File: config.mk
export PLATFORM = sky130hd
export DESIGN_NAME = async_receiver_cfg
export DESIGN_NICKNAME = d
export VERILOG_FILES = /design/src/rtl/async_rx_pkg.sv /design/src/rtl/rx_fifo.sv /design/src/rtl/async_receiver_cfg.sv
export SDC_FILE = /design/constraint.sdc
export NUM_CORES = 1
export LEC_CHECK = 0
export CAP_MARGIN = 20
export CORE_ASPECT_RATIO = 1.5
export CORE_MARGIN = 2
export CORE_UTILIZATION = 45
export DETAILED_ROUTE_END_ITERATION = 8
export DONT_BUFFER_PORTS = 1
export HOLD_SLACK_MARGIN = 0.1
export PLACE_DENSITY = 0.6
export SLEW_MARGIN = 10
export SYNTH_ARGS = -nofsm -noshare
export SYNTH_HDL_FRONTEND = slang
export SYNTH_SLANG_ARGS = --single-unit
File: constraint.sdc
create_clock -name clk_uart -period 3.2 [get_ports clk_uart]
set_clock_uncertainty 0.2 [all_clocks]
set_input_delay 0.64 -clock clk_uart [delete_from_list [all_inputs] [get_ports clk_uart]]
set_output_delay 0.64 -clock clk_uart [all_outputs]
set_load 0.01 [all_outputs]
File: src/rtl/async_rx_pkg.sv
// Shared types for the oversampled asynchronous receiver: parity modes,
// receive FSM states and the buffered word format.
package async_rx_pkg;

  localparam int MAX_DATA_BITS = 9;

  typedef enum logic [1:0] {
    PAR_NONE = 2'd0,
    PAR_EVEN = 2'd1,
    PAR_ODD  = 2'd2
  } par_mode_e;

  typedef enum logic [2:0] {
    S_IDLE      = 3'd0,
    S_START     = 3'd1,
    S_DATA      = 3'd2,
    S_PARITY    = 3'd3,
    S_STOP      = 3'd4,
    S_WAIT_IDLE = 3'd5
  } rx_state_e;

  typedef struct packed {
    logic [MAX_DATA_BITS-1:0] data;
    logic                     perr;
    logic                     ferr;
  } rx_entry_t;

  function automatic logic maj3(input logic a, input logic b, input logic c);
    return (a & b) | (a & c) | (b & c);
  endfunction

endpackage

File: src/rtl/rx_fifo.sv
// Received-word buffer with registered head outputs; a push becomes visible
// at the head one cycle after it is written (no bypass path).
module rx_fifo #(
  parameter int WIDTH = 11,
  parameter int DEPTH = 4
) (
  input  logic             clk_i,
  input  logic             rst_ni,
  input  logic             wr_en_i,
  input  logic [WIDTH-1:0] wr_data_i,
  output logic             rd_valid_o,
  input  logic             rd_ready_i,
  output logic [WIDTH-1:0] rd_data_o,
  output logic             overflow_o
);

  localparam int AW = $clog2(DEPTH);
  localparam int PW = AW + 1;

  logic [PW-1:0]    wptr_q, wptr_d, rptr_q, rptr_d;
  logic [WIDTH-1:0] mem_q [DEPTH];
  logic             rd_valid_q, ovf_q;
  logic [WIDTH-1:0] rd_data_q;
  logic             full, pop, wr_ok;

  assign full   = (wptr_q[AW] != rptr_q[AW]) && (wptr_q[AW-1:0] == rptr_q[AW-1:0]);
  assign pop    = rd_valid_q && rd_ready_i;
  assign wr_ok  = wr_en_i && (!full || pop);
  assign wptr_d = wptr_q + PW'(wr_ok);
  assign rptr_d = rptr_q + PW'(pop);

  always_ff @(posedge clk_i) begin
    if (wr_ok) mem_q[wptr_q[AW-1:0]] <= wr_data_i;
  end

  // Head registers look at the pre-push write pointer, so a fresh word lands one cycle later.
  always_ff @(posedge clk_i or negedge rst_ni) begin
    if (!rst_ni) begin
      wptr_q     <= '0;
      rptr_q     <= '0;
      rd_valid_q <= 1'b0;
      rd_data_q  <= '0;
      ovf_q      <= 1'b0;
    end else begin
      wptr_q     <= wptr_d;
      rptr_q     <= rptr_d;
      rd_valid_q <= (wptr_q != rptr_d);
      rd_data_q  <= mem_q[rptr_d[AW-1:0]];
      ovf_q      <= wr_en_i && full && !pop;
    end
  end

  assign rd_valid_o = rd_valid_q;
  assign rd_data_o  = rd_data_q;
  assign overflow_o = ovf_q;

endmodule

File: src/rtl/async_receiver_cfg.sv
// Configurable oversampling UART receiver: synchroniser, majority-vote bit
// FSM with parity/framing/break detection, feeding an rx_fifo.
module async_receiver_cfg
  import async_rx_pkg::*;
#(
  parameter int OVERSAMPLE = 8,
  parameter int DATA_BITS  = 8,
  parameter int PARITY     = 0,
  parameter int STOP_BITS  = 1,
  parameter int FIFO_DEPTH = 4
) (
  input  logic                 clk_uart,
  input  logic                 rst_n,
  input  logic                 rx,
  output logic                 out_valid,
  input  logic                 out_ready,
  output logic [DATA_BITS-1:0] out_data,
  output logic                 out_perr,
  output logic                 out_ferr,
  output logic                 break_det,
  output logic                 overflow
);

  localparam int              PW      = $clog2(OVERSAMPLE);
  localparam logic [PW-1:0]   PH_S0   = PW'(OVERSAMPLE/2 - 1);
  localparam logic [PW-1:0]   PH_S1   = PW'(OVERSAMPLE/2);
  localparam logic [PW-1:0]   PH_DEC  = PW'(OVERSAMPLE/2 + 1);
  localparam logic [PW-1:0]   PH_LAST = PW'(OVERSAMPLE - 1);
  localparam par_mode_e       PMODE   = par_mode_e'(PARITY);
  localparam int              SHR     = MAX_DATA_BITS - DATA_BITS;

  rx_state_e                state_q, state_d;
  logic                     rx_meta_q, rx_s_q;
  logic [PW-1:0]            phase_q, phase_d;
  logic [3:0]               bitcnt_q, bitcnt_d;
  logic                     stopcnt_q, stopcnt_d;
  logic                     perr_q, perr_d, parbit_q, parbit_d, ferr_q, ferr_d;
  logic                     first_low_q, first_low_d, wait_long_q, wait_long_d;
  logic                     brk_q, brk_d;
  logic [MAX_DATA_BITS-1:0] shift_q, shift_d, data_w;
  logic                     s0_q, s0_d, s1_q, s1_d;
  logic                     start_cond, wrap, decide, bit_v, stop_final, ferr_now, is_break, push;
  rx_entry_t                wr_entry, head;

  // rx_meta_q is the value rx_s takes next edge, so the falling edge lines phase 0 up with the first low rx_s cycle.
  assign start_cond = rx_s_q && !rx_meta_q;
  assign wrap       = (phase_q == PH_LAST);
  assign decide     = (phase_q == PH_DEC);
  assign bit_v      = maj3(s0_q, s1_q, rx_s_q);
  assign data_w     = shift_q >> SHR;
  assign stop_final = (stopcnt_q == 1'(STOP_BITS - 1));
  assign s0_d       = (phase_q == PH_S0) ? rx_s_q : s0_q;
  assign s1_d       = (phase_q == PH_S1) ? rx_s_q : s1_q;

  always_comb begin
    state_d       = state_q;
    phase_d       = phase_q;
    bitcnt_d      = bitcnt_q;
    stopcnt_d     = stopcnt_q;
    perr_d        = perr_q;
    parbit_d      = parbit_q;
    ferr_d        = ferr_q;
    first_low_d   = first_low_q;
    wait_long_d   = wait_long_q;
    shift_d       = shift_q;
    brk_d         = 1'b0;
    push          = 1'b0;
    ferr_now      = ferr_q | ~bit_v;
    is_break      = (data_w == '0) && ((PMODE == PAR_NONE) || !parbit_q) &&
                    ((stopcnt_q == 1'b0) ? ~bit_v : first_low_q);
    wr_entry.data = data_w;
    wr_entry.perr = perr_q;
    wr_entry.ferr = ferr_now;
    if (state_q inside {S_START, S_DATA, S_PARITY, S_STOP})
      phase_d = wrap ? '0 : phase_q + PW'(1);
    case (state_q)
      S_IDLE: begin
        phase_d = '0;
        if (start_cond) state_d = S_START;
      end
      S_START: begin
        if (wrap) state_d = S_DATA;
        if (decide) begin
          if (bit_v) state_d = S_IDLE;
          bitcnt_d    = '0;
          stopcnt_d   = 1'b0;
          perr_d      = 1'b0;
          parbit_d    = 1'b0;
          ferr_d      = 1'b0;
          first_low_d = 1'b0;
        end
      end
      S_DATA: begin
        if (decide) shift_d = {bit_v, shift_q[MAX_DATA_BITS-1:1]};
        if (wrap) begin
          if (bitcnt_q == 4'(DATA_BITS - 1))
            state_d = (PMODE == PAR_NONE) ? S_STOP : S_PARITY;
          else
            bitcnt_d = bitcnt_q + 4'd1;
        end
      end
      S_PARITY: begin
        if (decide) begin
          parbit_d = bit_v;
          perr_d   = (PMODE == PAR_EVEN) ? (^data_w ^ bit_v) : ~(^data_w ^ bit_v);
        end
        if (wrap) state_d = S_STOP;
      end
      S_STOP: begin
        if (wrap && !stop_final) stopcnt_d = 1'b1;
        if (decide) begin
          if (stopcnt_q == 1'b0) first_low_d = ~bit_v;
          if (stop_final) begin
            push    = 1'b1;
            phase_d = '0;
            if (is_break) begin
              state_d     = S_WAIT_IDLE;
              wait_long_d = 1'b1;
              brk_d       = 1'b1;
            end else if (ferr_now) begin
              state_d     = S_WAIT_IDLE;
              wait_long_d = 1'b0;
            end else begin
              // With short bit times the next start edge can already be arriving here.
              state_d = start_cond ? S_START : S_IDLE;
            end
          end else begin
            ferr_d = ferr_now;
          end
        end
      end
      S_WAIT_IDLE: begin
        if (wait_long_q) begin
          if (!rx_s_q)   phase_d = '0;
          else if (wrap) state_d = S_IDLE;
          else           phase_d = phase_q + PW'(1);
        end else if (rx_s_q) begin
          state_d = S_IDLE;
        end
      end
      default: state_d = S_IDLE;
    endcase
  end

  always_ff @(posedge clk_uart or negedge rst_n) begin
    if (!rst_n) begin
      rx_meta_q   <= 1'b1;
      rx_s_q      <= 1'b1;
      state_q     <= S_IDLE;
      phase_q     <= '0;
      bitcnt_q    <= '0;
      stopcnt_q   <= 1'b0;
      perr_q      <= 1'b0;
      parbit_q    <= 1'b0;
      ferr_q      <= 1'b0;
      first_low_q <= 1'b0;
      wait_long_q <= 1'b0;
      brk_q       <= 1'b0;
    end else begin
      rx_meta_q   <= rx;
      rx_s_q      <= rx_meta_q;
      state_q     <= state_d;
      phase_q     <= phase_d;
      bitcnt_q    <= bitcnt_d;
      stopcnt_q   <= stopcnt_d;
      perr_q      <= perr_d;
      parbit_q    <= parbit_d;
      ferr_q      <= ferr_d;
      first_low_q <= first_low_d;
      wait_long_q <= wait_long_d;
      brk_q       <= brk_d;
    end
  end

  always_ff @(posedge clk_uart) begin
    shift_q <= shift_d;
    s0_q    <= s0_d;
    s1_q    <= s1_d;
  end

  rx_fifo #(
    .WIDTH($bits(rx_entry_t)),
    .DEPTH(FIFO_DEPTH)
  ) u_fifo (
    .clk_i     (clk_uart),
    .rst_ni    (rst_n),
    .wr_en_i   (push),
    .wr_data_i (wr_entry),
    .rd_valid_o(out_valid),
    .rd_ready_i(out_ready),
    .rd_data_o (head),
    .overflow_o(overflow)
  );

  assign out_data  = DATA_BITS'(head.data);
  assign out_perr  = head.perr;
  assign out_ferr  = head.ferr;
  assign break_det = brk_q;

endmodule

==> qor.txt, run 1 <==
Final Hold Viols: 0
synthesized area: 0.00370 mm2
Hold Crit Endpoint: rx_s_q$_DFF_PN1_
Final period util: 72.7%
P_sw: 0.902 mW
Multi-input gate area: 0.00117 mm2
boundary pin count: 17
deepest clock path buffer count: 2
flop2flop setup slack: 0.87 ns
Seq/Total Area, Yosys: 65.0%
Logic pwr share: 21.2%
drt pass-1 iters: 4
crit path DAT: 2.34 ns
most frequent cells in the layout: edfxtp_1 (50), dfrtp_1 (34), inv_1 (17), ha_1 (14), mux4_2 (10)
CP max FO: 12
antenna viol nets, final: 0
multiplexer area fraction after synthesis: 6.40%
Crit Path Class: register to register
worst ir drop on vdd: 318 uV
CTS tree: yes
post-synth net total: 269
adder-cell area share of the yosys netlist: 5.04%
antenna diode count: 0
vias in the first global route: 2020
share of synthesized registers carrying an async set or reset: 41.9%
Global Route Usage Sum: 15.8%
Synth Register Bits: 86
Hold Crit Start: rx_meta_q$_DFF_PN1_
DRC: 0
HP Class: register to register
Finish-stage setup viols: 0
sw frac: 28.0%
Final min period: 2.33 ns
Reg clk slew, reported paths: 0.06 ns
outcome: finished clean
WHS Path Cells: 0
most common cell after layout, fill and taps aside: edfxtp_1
RSZ-0062 raised after global routing: no
wire per inst: 17.0 um
row count: 40
Reg power frac: 44.7%
worst r2r src: phase_q[0]$_DFF_PN0_
clock share of power: 34.2%
Most used DFF post-synth: edfxtp_1
power per cell area: 774 mW/mm2
Synth cell types: 57
DRT iter0 DRCs: 82
DR vias/cell: 5.37
P_leak: 1.63 nW
main combinational cell family by area after synthesis: simple AND/OR/NAND/NOR gates
Syn Inst Count: 251
Reg area: 0.00240 mm2
Synth Area in XOR/XNOR: 3.55%
Synth Area in Simple Gates: 9.81%
clock root buffer: clkbuf_16
Setup TNS: 0 ns
internal power: 2.33 mW
largest net degree at the start of global routing: 37
Die ar.: 0.00897 mm2
IO Port Bufs: 0
EDFF count, synth: 50
Initial Util: 46.2%
fmax: 0.430 GHz
crit path launch type: register
worst-margin pin slew: 0.622 ns
TritonCTS Buffers: 9
TritonCTS Sinks: 86
NumNets Final: 279
global-route wire length before repair: 10500 um
Max Cap Violations: 0
Synth-to-Final Area Change: 12.8%
Worst Setup Slack, final: 0.873 ns
pre-CTS setup slack: 0.760 ns
final wirelength: 6300 um
GRT overflow: 0
Die X: 78.0 um
Slew HR: 58.5%
post-synthesis compound-gate area fraction: 6.97%
share of cells above drive strength 1: 15.0%
Worst R2R Path Depth: 6
Setup crit end kind: register
initial antenna violation count: 0
Worst EP required: 3.22 ns
chip height: 115 um
worst-skew pair later-pin latency: 0.33 ns
vias: 1993
fill count: 682
Max Slew Vio Count: 0
Avg Synthesized Cell Area: 14.7 um2
reg2reg end: state_q[2]$_DFFE_PN0P_
DP HPWL: 4240 um
GPL Wtd Cong: 0.773
yosys synthesis warning count: 0
core area: 0.00801 mm2
H-tree depth: 3
==> registers in the layout, summed over array words and instances, names as in the netlist, 3 cells and up <==
register          cells
phase_q               3
u_fifo.wptr_q         3
u_fifo.rd_data_o     10
u_fifo.mem_q         40
bitcnt_q              4
shift_q               8
u_fifo.rptr_q         3
state_q               3
==> kinds of logic (layout without fill, tap and decap cells) <==
group,Yosys count,count (layout)
simple gates,62,62
fa+ha+maj,15,15
compound gates,36,36
xor+xnor,15,15
flops,86,86
buf+inv,26,41
mux,11,11
==> layer usage <==
| layer | vias up | track usage [%] | part of all wire (%) |
|---|---|---|---|
| met5 | - | 0 | 0 |
| li1 | 960 | - | - |
| met1 | 1003 | 18.4 | 41 |
| met4 | 0 | 6.55 | 1.7 |
| met2 | 21 | 27.8 | 55 |
| met3 | 9 | 4.24 | 2.4 |
==> final cells by class <==
class	count	share of cell area, %
inverters	18	1.62
clock inverters	7	2.34
repair buffers	7	1.68
multi-input cells	139	28.2
well taps	105	3.15
flip-flops and latches	86	57.6
clock buffers	9	5.40
==> critical path, cell delays in order, from the launching register on <==
cell      delay (ns)
dfrtp_1         0.43
ha_1            0.25
ha_1            0.34
or2b_1          0.31
a211oi_1        0.28
a211oi_2        0.08
mux2_1          0.33
==> worst max path at each step <==
stage,startpoint,cells past startpoint,slack (ns),to
6_report,phase_q[0]$_DFF_PN0_,6,0.87,state_q[2]$_DFFE_PN0P_
5_1_grt,state_q[2]$_DFFE_PN0P_,4,0.68,u_fifo.mem_q[3][9]$_DFFE_PP_
4_1_cts,state_q[2]$_DFFE_PN0P_,4,0.86,u_fifo.mem_q[3][1]$_DFFE_PP_
3_5_place_dp,out_ready,7,0.76,u_fifo.wptr_q[2]$_DFF_PN0_
3_3_place_gp,out_ready,5,0.79,u_fifo.mem_q[3][6]$_DFFE_PP_
2_1_floorplan,out_ready,4,0.73,u_fifo.mem_q[1][0]$_DFFE_PP_
==> power by group through the flow <==
stage | Sequential, mW | Clock, mW | Combinational, mW
6_report | 1.44 | 1.10 | 0.683
5_1_grt | 1.46 | 1.18 | 0.756
4_1_cts | 1.44 | 1.14 | 0.700
3_5_place_dp | 1.46 | 0 | 0.680
3_3_place_gp | 1.46 | 0 | 0.674
2_1_floorplan | 1.40 | 0 | 0.608
==> through the flow <==
step | utilization, % | cell area (um2) | hold slack (ns) | power [mW] | std cells
after floorplan | - | 3700 | 0.144 | 2.01 | 251
after global placement | 47.6 | 3810 | 0.145 | 2.14 | 352
after CTS | 52.1 | 4170 | 0.184 | 3.28 | 371
after detailed placement | 47.6 | 3810 | 0.145 | 2.14 | 352
final | 52.1 | 4170 | 0.180 | 3.23 | 371
after global routing | 52.1 | 4170 | 0.185 | 3.39 | 371
==> cells in the mapped netlist, drive strengths merged (3+ instances only) <==
master / n / area (um2)
a21oi: 4 / 20.0
nor3b: 3 / 27.5
o21ai: 8 / 40.0
nand3: 7 / 35.0
ha: 14 / 175
nand2: 10 / 40.0
buf: 6 / 41.3
inv: 18 / 67.6
dfrtp: 34 / 851
edfxtp: 50 / 1500
nor2: 9 / 41.3
nor2b: 4 / 25.0
nand3b: 4 / 30.0
nand4: 3 / 18.8
mux4: 10 / 225
xor2: 9 / 78.8
xnor2: 6 / 52.6
and2: 5 / 31.3
a211oi: 3 / 27.5
nor3: 6 / 30.0
==> repair_timing <==
action                                 4_1_cts  5_1_grt
setup buffers                                0        0
hold buffers                                 3        0
endpoints found under the hold margin       37        0
resized for setup                            0        0
Note: power is estimated with default switching activity, not from simulation.
==> inputs of run 2 (changes only) <==
Clock period 3.2 ns to 2.27 ns, I/O delays scaled along.
==> run 2 against run 1 <==
  * Sequential power is 37% higher
  * Critical endpoint is now u_fifo.mem_q[1][0]$_DFFE_PP_
  * First-iteration DRC count is 13% higher
  * Die area unchanged
  * Non-clock buffer count rose by 15
  * Routed wire length increased by 3.2%
  * Sequential share of layout area decreased by 1.8 points
  * Worst hold slack worse by 0.0054 ns
  * Cell count is 4.0% higher
==> qor.txt, run 2 (same netlist as run 1, synthesis figures left out) <==
outcome: finished clean
clock root buffer: clkbuf_16
row count: 40 (unchanged)
final wirelength: 6500 um (+3.2%)
Slew HR: 70.6% (+12 points)
P_leak: 1.71 nW (+5.0%)
fill count: 687 (+0.73%)
H-tree depth: 3 (unchanged)
Global Route Usage Sum: 15.9% (+0.051 points)
crit path launch type: register
slowest stage cell, crit path: dfrtp_1
largest net degree at the start of global routing: 37 (unchanged)
deepest clock path buffer count: 2 (unchanged)
Crit path max-delay family: simple AND/OR/NAND/NOR gates
worst path buffer plus inverter count: 3 (+3)
most common cell after layout, fill and taps aside: edfxtp_1
worst r2r src: phase_q[1]$_DFF_PN0_
TritonCTS Sinks: 86 (unchanged)
Die ar.: 0.00897 mm2 (unchanged)
Setup crit end kind: register
GPL Wtd Cong: 0.766 (-0.91%)
TritonCTS Buffers: 9 (unchanged)
Finish-stage setup viols: 0 (unchanged)
Initial Util: 46.2% (unchanged)
CP max FO: 5 (-7)
vias: 2046 (+2.7%)
Final Hold Viols: 0 (unchanged)
Reg clk slew, reported paths: 0.06 ns (about the same)
WHS: 0.174 ns (-0.00538 ns)
power per cell area: 1070 mW/mm2 (+39%)
CP Cell Sequence: inv_1, ha_2, and4b_1, nand3_1, buf_4, nor3b_4, buf_4
flop2flop setup slack: 0.11 ns (-0.76 ns)
initial antenna violation count: 0 (unchanged)
drt pass-1 iters: 4 (unchanged)
most frequent cells in the layout: edfxtp_1 (50), dfrtp_1 (34), buf_4 (18), inv_1 (17), ha_1 (13)
Hold Crit Start: rx_meta_q$_DFF_PN1_
chip height: 115 um (unchanged)
Setup TNS: 0 ns (unchanged)
GRT overflow: 0 (unchanged)
Multi-input gate area: 0.00119 mm2 (+1.6%)
share of cells above drive strength 1: 20.3% (+5.2 points)
Max Slew Vio Count: 0 (unchanged)
vias in the first global route: 2100 (+4.0%)
Reg area: 0.00240 mm2 (unchanged)
global-route wire length before repair: 10600 um (+1.2%)
wire per inst: 16.8 um (-0.85%)
most frequent CP cell: buf_4
Max Cap Violations: 0 (unchanged)
Hold Crit Endpoint: rx_s_q$_DFF_PN1_
RSZ-0062 raised after global routing: no
DRC: 0 (unchanged)
boundary pin count: 17 (unchanged)
antenna diode count: 0 (unchanged)
CTS tree: yes
Final period util: 95.1% (+22 points)
crit path DAT: 2.00 ns (-0.34 ns)
DRT iter0 DRCs: 93 (+13%)
HP Class: register to register
WHS Path Cells: 0 (unchanged)
DP HPWL: 4490 um (+5.8%)
antenna viol nets, final: 0 (unchanged)
max incr delay on CP: 0.41 ns (-0.02 ns)
worst-margin pin slew: 0.441 ns (-0.181 ns)
NumNets Final: 294 (+5.4%)
worst ir drop on vdd: 514 uV (+62%)
Final min period: 2.16 ns (-0.167 ns)
Worst R2R Path Depth: 7 (+1)
DR vias/cell: 5.30 (-1.3%)
Die X: 78.0 um (unchanged)
Worst EP required: 2.11 ns (-1.11 ns)
Crit Path Class: register to register
reg2reg end: u_fifo.mem_q[1][0]$_DFFE_PP_
core area: 0.00801 mm2 (unchanged)
worst-skew pair later-pin latency: 0.33 ns (about the same)
Synth-to-Final Area Change: 16.5%
fmax: 0.463 GHz (+7.8%)
IO Port Bufs: 0 (unchanged)
max reg flops: 40 (unchanged)
## run 2: cell types whose count changed in the layout (fill, tap and decap cells not counted)
cell and delta:
nor3b_1 -2, ha_2 +1, inv_6 -1, ha_1 -1
buf_4 +14, nor3b_4 +1, clkinv_2 +1, clkinvlp_4 -1
clkbuf_1 +1, nor3b_2 +1, buf_12 +1
## run 2: cell type report
cell class | instances | area share, %
Clock inverter | 6 | 2.00
Tap cell | 105 | 3.05
Multi-Input combinational cell | 139 | 27.7
Inverter | 18 | 1.57
Sequential cell | 86 | 55.8
Timing Repair Buffer | 22 | 4.53
Clock buffer | 10 | 5.32
## run 2: layer usage
metal,vias up,track usage (%),part of all wire (%)
met3,12,3.77,2.3
met4,0,7.72,2.5
met2,23,28.5,55
met5,-,0,0
li1,987,-,-
met1,1024,17.6,40
## run 2: worst max-delay path by stage
stage                               startpoint                      endpoint  cells after the start
after floorplan           phase_q[1]$_DFF_PN0_  u_fifo.mem_q[1][0]$_DFFE_PP_                      5
after global placement               out_ready    u_fifo.wptr_q[2]$_DFF_PN0_                      7
after detailed placement             out_ready    u_fifo.wptr_q[2]$_DFF_PN0_                      7
after CTS                 phase_q[1]$_DFF_PN0_  u_fifo.mem_q[1][6]$_DFFE_PP_                      7
after global routing      phase_q[0]$_DFF_PN0_        state_q[2]$_DFFE_PN0P_                      6
final                     phase_q[1]$_DFF_PN0_  u_fifo.mem_q[1][0]$_DFFE_PP_                      7
## run 2: power breakdown
part | internal (mW) | switching, mW
registers | 1.82 | 0.161
logic | 0.575 | 0.529
clock network | 0.962 | 0.573
total | 3.36 | 1.26
## run 2: repair_timing
item	4_1_cts	5_1_grt
endpoints found under the setup margin	0	30
resized for setup	0	10
hold buffers	3	0
hold endpoints to repair	37	0
buffers inserted	0	0
## run 2: through the flow
| step | cell area (um2) | utilization, % | std cells | total power [mW] | setup WS (ns) |
|---|---|---|---|---|---|
| 2_1_floorplan | 3700 | - | 251 | 2.83 | -0.195 |
| 4_1_cts | 4270 | 53.4 | 384 | 4.68 | 0.0927 |
| 3_5_place_dp | 3920 | 48.9 | 365 | 3.12 | 0.0538 |
| 5_1_grt | 4310 | 53.8 | 386 | 4.85 | 0.00364 |
| 6_report | 4310 | 53.8 | 386 | 4.62 | 0.110 |
| 3_3_place_gp | 3920 | 48.9 | 365 | 3.11 | 0.0776 |
